==> config.mk <==
export PLATFORM = sky130hd
export DESIGN_NAME = cfg_ram_ctrl
export DESIGN_NICKNAME = d
export VERILOG_FILES = /design/src/rtl/cfg_ram_pkg.sv /design/src/rtl/rr_arb2.sv /design/src/rtl/cfg_ram_ctrl.sv
export SDC_FILE = /design/constraint.sdc
export NUM_CORES = 1
export LEC_CHECK = 0
export ABC_CLOCK_PERIOD_IN_PS = 2450
export CELL_PAD_IN_SITES_DETAIL_PLACEMENT = 1
export CELL_PAD_IN_SITES_GLOBAL_PLACEMENT = 2
export CORE_UTILIZATION = 24
export CTS_CLUSTER_DIAMETER = 40
export CTS_CLUSTER_SIZE = 30
export DETAILED_ROUTE_END_ITERATION = 7
export GPL_ROUTABILITY_DRIVEN = 1
export PLACE_DENSITY_LB_ADDON = 0.1
export SKIP_LAST_GASP = 1
export SLEW_MARGIN = 20
export SYNTH_ARGS = -nofsm -noshare
export SYNTH_HDL_FRONTEND = slang
export SYNTH_SLANG_ARGS = --single-unit
==> constraint.sdc <==
create_clock -name clk -period 2.45 [get_ports clk]
set_clock_uncertainty 0.15 [all_clocks]
set_input_delay 0.49 -clock clk [delete_from_list [all_inputs] [get_ports clk]]
set_output_delay 0.49 -clock clk [all_outputs]
set_load 0.005 [all_outputs]
==> src/rtl/cfg_ram_pkg.sv <==
// Shared types and constants for the configuration RAM write controller.
// Holds the controller state encoding, index/counter widths and a range check.
package cfg_ram_pkg;

    typedef enum logic [1:0] {
        IDLE = 2'd0,
        HWR  = 2'd1,
        CLR  = 2'd2
    } state_t;

    localparam int SEL_W    = 8;
    localparam int WR_CNT_W = 16;

    // Arbiter request/grant bit positions
    localparam int REQ_CLR  = 0;
    localparam int REQ_HOST = 1;

    function automatic logic sel_in_range(input logic [SEL_W-1:0] sel, input int num_rams);
        return {1'b0, sel} < (SEL_W+1)'(num_rams);
    endfunction

endpackage

==> src/rtl/rr_arb2.sv <==
// Two-way round-robin arbiter: on contention the requester not granted last wins.
// After reset the last grant points at requester 1, so requester 0 goes first.
module rr_arb2 (
    input  logic       clk,
    input  logic       rst_n,
    input  logic [1:0] req,
    input  logic       advance,
    output logic [1:0] grant
);

    logic last_reg;

    always_comb begin
        grant = req;
        if (req == 2'b11) begin
            grant = last_reg ? 2'b01 : 2'b10;
        end
    end

    always_ff @(posedge clk or negedge rst_n) begin
        if (!rst_n) begin
            last_reg <= 1'b1;
        end else if (advance && (grant != 2'b00)) begin
            last_reg <= grant[1];
        end
    end

endmodule

==> src/rtl/cfg_ram_ctrl.sv <==
// Write controller for a bank of configuration RAMs sharing one broadcast write bus.
// Arbitrates host single-word writes against whole-RAM zero-fill sweeps.
module cfg_ram_ctrl
    import cfg_ram_pkg::*;
#(
    parameter int ADDR_WIDTH = 4,
    parameter int DATA_DEPTH = 16,
    parameter int DATA_WIDTH = 32,
    parameter int NUM_RAMS   = 8
) (
    input  logic                  clk,
    input  logic                  rst_n,
    input  logic                  h_valid,
    output logic                  h_ready,
    input  logic [SEL_W-1:0]      h_sel,
    input  logic [ADDR_WIDTH-1:0] h_addr,
    input  logic [DATA_WIDTH-1:0] h_data,
    input  logic                  clr_req,
    input  logic [SEL_W-1:0]      clr_sel,
    output logic                  clr_busy,
    output logic                  clr_done,
    output logic                  err,
    output logic [SEL_W-1:0]      sram_sel,
    output logic [ADDR_WIDTH-1:0] addr_wr,
    output logic                  wr_en,
    output logic [DATA_WIDTH-1:0] din,
    output logic [WR_CNT_W-1:0]   wr_cnt
);

    localparam int CNT_AW = (DATA_DEPTH > 1) ? $clog2(DATA_DEPTH) : 1;
    localparam logic [CNT_AW-1:0] CLR_LAST = CNT_AW'(DATA_DEPTH - 1);

    state_t                state_reg, state_next;
    logic                  clr_pend_reg, clr_pend_next;
    logic [SEL_W-1:0]      clr_sel_reg, clr_sel_next;
    logic [CNT_AW-1:0]     clr_cnt_reg, clr_cnt_next;
    logic [CNT_AW-1:0]     clr_cnt_inc;
    logic                  wr_en_reg, wr_en_next;
    logic [SEL_W-1:0]      sram_sel_reg, sram_sel_next;
    logic [ADDR_WIDTH-1:0] addr_wr_reg, addr_wr_next;
    logic [DATA_WIDTH-1:0] din_reg, din_next;
    logic                  clr_done_reg, clr_done_next;
    logic                  err_reg, err_next;
    logic [WR_CNT_W-1:0]   wr_cnt_reg;

    logic                  is_idle;
    logic                  clr_fresh;
    logic                  clr_want;
    logic [SEL_W-1:0]      clr_sel_eff;
    logic [1:0]            arb_req;
    logic [1:0]            arb_grant;
    logic                  host_acc;

    assign is_idle     = (state_reg == IDLE);
    assign clr_busy    = clr_pend_reg || (state_reg == CLR);
    assign clr_fresh   = clr_req && !clr_busy;
    // A fresh clr_req competes in its own cycle, so a clear can win straight away
    assign clr_want    = clr_pend_reg || clr_fresh;
    assign clr_sel_eff = clr_pend_reg ? clr_sel_reg : clr_sel;
    assign clr_cnt_inc = clr_cnt_reg + 1'b1;

    assign arb_req[REQ_CLR]  = clr_want && is_idle;
    assign arb_req[REQ_HOST] = h_valid && is_idle && rst_n;

    rr_arb2 u_arb (
        .clk     (clk),
        .rst_n   (rst_n),
        .req     (arb_req),
        .advance (is_idle),
        .grant   (arb_grant)
    );

    assign h_ready  = rst_n && is_idle && !arb_grant[REQ_CLR];
    assign host_acc = h_valid && h_ready;

    always_comb begin
        state_next    = state_reg;
        clr_pend_next = clr_pend_reg;
        clr_sel_next  = clr_sel_reg;
        clr_cnt_next  = clr_cnt_reg;
        wr_en_next    = 1'b0;
        sram_sel_next = sram_sel_reg;
        addr_wr_next  = addr_wr_reg;
        din_next      = din_reg;
        clr_done_next = 1'b0;
        err_next      = 1'b0;

        if (clr_fresh) begin
            clr_pend_next = 1'b1;
            clr_sel_next  = clr_sel;
        end

        case (state_reg)
            IDLE: begin
                if (arb_grant[REQ_CLR]) begin
                    clr_pend_next = 1'b0;
                    if (sel_in_range(clr_sel_eff, NUM_RAMS)) begin
                        state_next    = CLR;
                        wr_en_next    = 1'b1;
                        sram_sel_next = clr_sel_eff;
                        addr_wr_next  = '0;
                        din_next      = '0;
                        clr_cnt_next  = '0;
                    end else begin
                        err_next = 1'b1;
                    end
                end else if (host_acc) begin
                    if (sel_in_range(h_sel, NUM_RAMS)) begin
                        state_next    = HWR;
                        wr_en_next    = 1'b1;
                        sram_sel_next = h_sel;
                        addr_wr_next  = h_addr;
                        din_next      = h_data;
                    end else begin
                        err_next = 1'b1;
                    end
                end
            end
            HWR: begin
                state_next = IDLE;
            end
            CLR: begin
                if (clr_cnt_reg == CLR_LAST) begin
                    state_next    = IDLE;
                    clr_done_next = 1'b1;
                end else begin
                    clr_cnt_next = clr_cnt_inc;
                    wr_en_next   = 1'b1;
                    addr_wr_next = ADDR_WIDTH'(clr_cnt_inc);
                end
            end
            default: begin
                state_next = IDLE;
            end
        endcase
    end

    always_ff @(posedge clk or negedge rst_n) begin
        if (!rst_n) begin
            state_reg    <= IDLE;
            clr_pend_reg <= 1'b0;
            clr_sel_reg  <= '0;
            clr_cnt_reg  <= '0;
            wr_en_reg    <= 1'b0;
            sram_sel_reg <= '0;
            addr_wr_reg  <= '0;
            din_reg      <= '0;
            clr_done_reg <= 1'b0;
            err_reg      <= 1'b0;
            wr_cnt_reg   <= '0;
        end else begin
            state_reg    <= state_next;
            clr_pend_reg <= clr_pend_next;
            clr_sel_reg  <= clr_sel_next;
            clr_cnt_reg  <= clr_cnt_next;
            wr_en_reg    <= wr_en_next;
            sram_sel_reg <= sram_sel_next;
            addr_wr_reg  <= addr_wr_next;
            din_reg      <= din_next;
            clr_done_reg <= clr_done_next;
            err_reg      <= err_next;
            if (wr_en_reg && (wr_cnt_reg != '1)) begin
                wr_cnt_reg <= wr_cnt_reg + 1'b1;
            end
        end
    end

    assign wr_en    = wr_en_reg;
    assign sram_sel = sram_sel_reg;
    assign addr_wr  = addr_wr_reg;
    assign din      = din_reg;
    assign clr_done = clr_done_reg;
    assign err      = err_reg;
    assign wr_cnt   = wr_cnt_reg;

endmodule

==> results.ini <==
[drt]
first_pass_iters = 4
wl_mm = 9.66
viasPerCell = 4.42
ant_nets = 0
drt_iter0_markers = 139
drc = 0
wire_per_inst_um = 14.8
vias = 2879

[worst_hold_path]
min_path_type = primary input to async pin

[sta]
fin_hold_ws_ns = 0.0144
max_freq_mhz = 435
rsz0062_at_grt = false
max_slew_margin_pct = 61.7
slew_violations = 0
tightestPinTransition_ns = 0.575
fin_crit_sh_pct = 93.7
fin_setup_tns_ns = 0
hold_viol_final = 0
setup-violations-final = 0
period_minus_slack_ns = 2.30

[synth]
synth_area_leader_cell = dfrtp_1
ys.flop_type = dfrtp_1
yosys.area.top_type_share_pct = 56.3
synth_area_per_cell_sq_um = 10.5
synthesis.nets = 388
synth_warnings = 0
ys_seq_area_share_pct = 57.1
synth_cells = 330
syn_area_sq_um = 3470
synth_area_leaders = dfrtp_1 (56%), nand2_1 (8.3%), nand3_1 (6.2%), mux2_2 (3.9%), xnor2_1 (2.3%)
async_flop_share_pct = 100
synth.most_common_cell = dfrtp_1
ys_types = 48
synth.ff_latch_count = 79
synth_common_cells = dfrtp_1 (78), nand2_1 (77), nand3_1 (43), nor2_1 (18), mux2_2 (12)
synth-edff-count = 0

[layout]
layout-drive-gt1-share_pct = 14.0
fin_nets = 525
fillerInstances = 1573
finalCoreUtilization_pct = 37.6
num_antenna_cells = 0
largest_reg_flops = 32
area_growth_pct = 51.9

[grt]
grt_max_degree = 45
grt_pass1_wl_mm = 15.7
grt_pass1_vias = 2964
grt.overflow.total = 0
antenna_found_initial = 0
grtUsageTotal_pct = 14.0

[floorplanning]
coreArea_sq_um = 14000
die_w_um = 122
initial_core_util_pct = 24.8
ios = 121
die_h_um = 122
fp-row-count = 43
die_area_sq_um = 14900

[placement]
place_congestion = 0.685
dp_hpwl_mm = 6.96
port-buffer-count = 120

[clock_tree]
cts_max_level = 3
cts-hold-fix-buffers = 0
clkLatencyLatePin_ns = 0.34
cts_tree = built
cts_sinks = 79
cts.path.max_buffers = 2
cts_made_buffers = 9
root_buffer = clkbuf_16
clk_pin_slew_worst_paths_ns = 0.06

[critical_path]
criticalPathCategory = primary input to output pin
start_kind = primary input
path_cells = clkdlybuf4s50_1, nand3b_1, and2_1, nor2_2, dlygate4sd2_1
cp_top_family = buffers and inverters
crit_path_top_delay_cell = clkdlybuf4s50_1
cp.arrival_ns = 1.66
end_kind = output pin
cp_num_buf_inv = 2
crit_path_max_fanout = 2
slowest_delay_ns = 0.49
worstPathRequired_ns = 1.81

[flow_run]
drv_cap = 0

[power]
ir_worst_vdd_v = 0.000481
leakagePower_nw = 2.41
p_per_area_nw_per_um2 = 874

[status]
outcome = finished, final reports clean

-- routing by layer --
layer  GRT usage, %  share of wire [%]
met5              0                  0
met4           4.42                1.4
met3           4.78                5.5
met2           21.8                 47
met1           18.1                 46
-- stage by stage --
stage / cell area [sq um] / power [mW] / std cells / setup WS [ns]
floorplan: 3470 / 2.49 / 330 / 0.490
global placement: 4950 / 3.24 / 636 / -0.215
detailed placement: 4950 / 3.27 / 636 / -0.252
CTS: 5260 / 4.70 / 652 / 0.0348
global route: 5260 / 4.93 / 652 / 0.0853
finish: 5260 / 4.60 / 652 / 0.153
-- final cells by class --
cell class	count	area, sq um	share of cell area [%]
Sequential cell	79	1980	37.6
Timing Repair Buffer	141	1370	26.0
Multi-Input combinational cell	230	1360	25.8
Clock buffer	13	270	5.13
Tap cell	180	225	4.28
Clock inverter	3	40.0	0.761
Inverter	6	22.5	0.428
-- power by group --
part	switching (mW)	internal, mW
sequential	0.218	1.60
combinational	0.583	0.800
clock	0.525	0.870
total	1.33	3.27
-- worst paths after layout --
check / slack, ns / depth (start not counted) / endpoint / start
max in group asynchronous: 1.20 / 3 / din[0]$_DFFE_PN0P_ / rst_n
setup / recovery: 0.15 / 5 / h_ready / h_valid
hold reg to reg: 0.31 / 2 / din[30]$_DFFE_PN0P_ / din[30]$_DFFE_PN0P_
setup reg to reg: 0.38 / 8 / clr_cnt_reg[1]$_DFFE_PN0P_ / clr_pend_reg$_DFF_PN0_
hold / removal: 0.01 / 2 / clr_sel_reg[2]$_DFFE_PN0P_ / rst_n
min in group clk: 0.31 / 2 / din[30]$_DFFE_PN0P_ / din[30]$_DFFE_PN0P_
-- repair_timing --
item,CTS,global route
setup buffers,0,0
gates resized for setup,2,2
setup endpoints to repair,1,2
-- cell families after synthesis --
family,share of synthesized area [%]
adder cells (fa/ha/maj),0.722
multiplexers,5.63
flip-flops,57.1
AO/OA/AOI/OAI,6.32
XOR/XNOR,3.54
AND/OR/NAND/NOR,22.8
buffers and inverters,3.90
-- cells in the final DEF (no fill, tap or decap), drive strengths merged, types with 8 or more instances in the layout --
cell type / count
nand2: 77
clkbuf: 13
mux2: 12
xnor2: 9
clkdlybuf4s50: 117
dfrtp: 78
nand3: 44
nor2: 19
buf: 22
a21oi: 8
(Power assumes the default switching activity.)
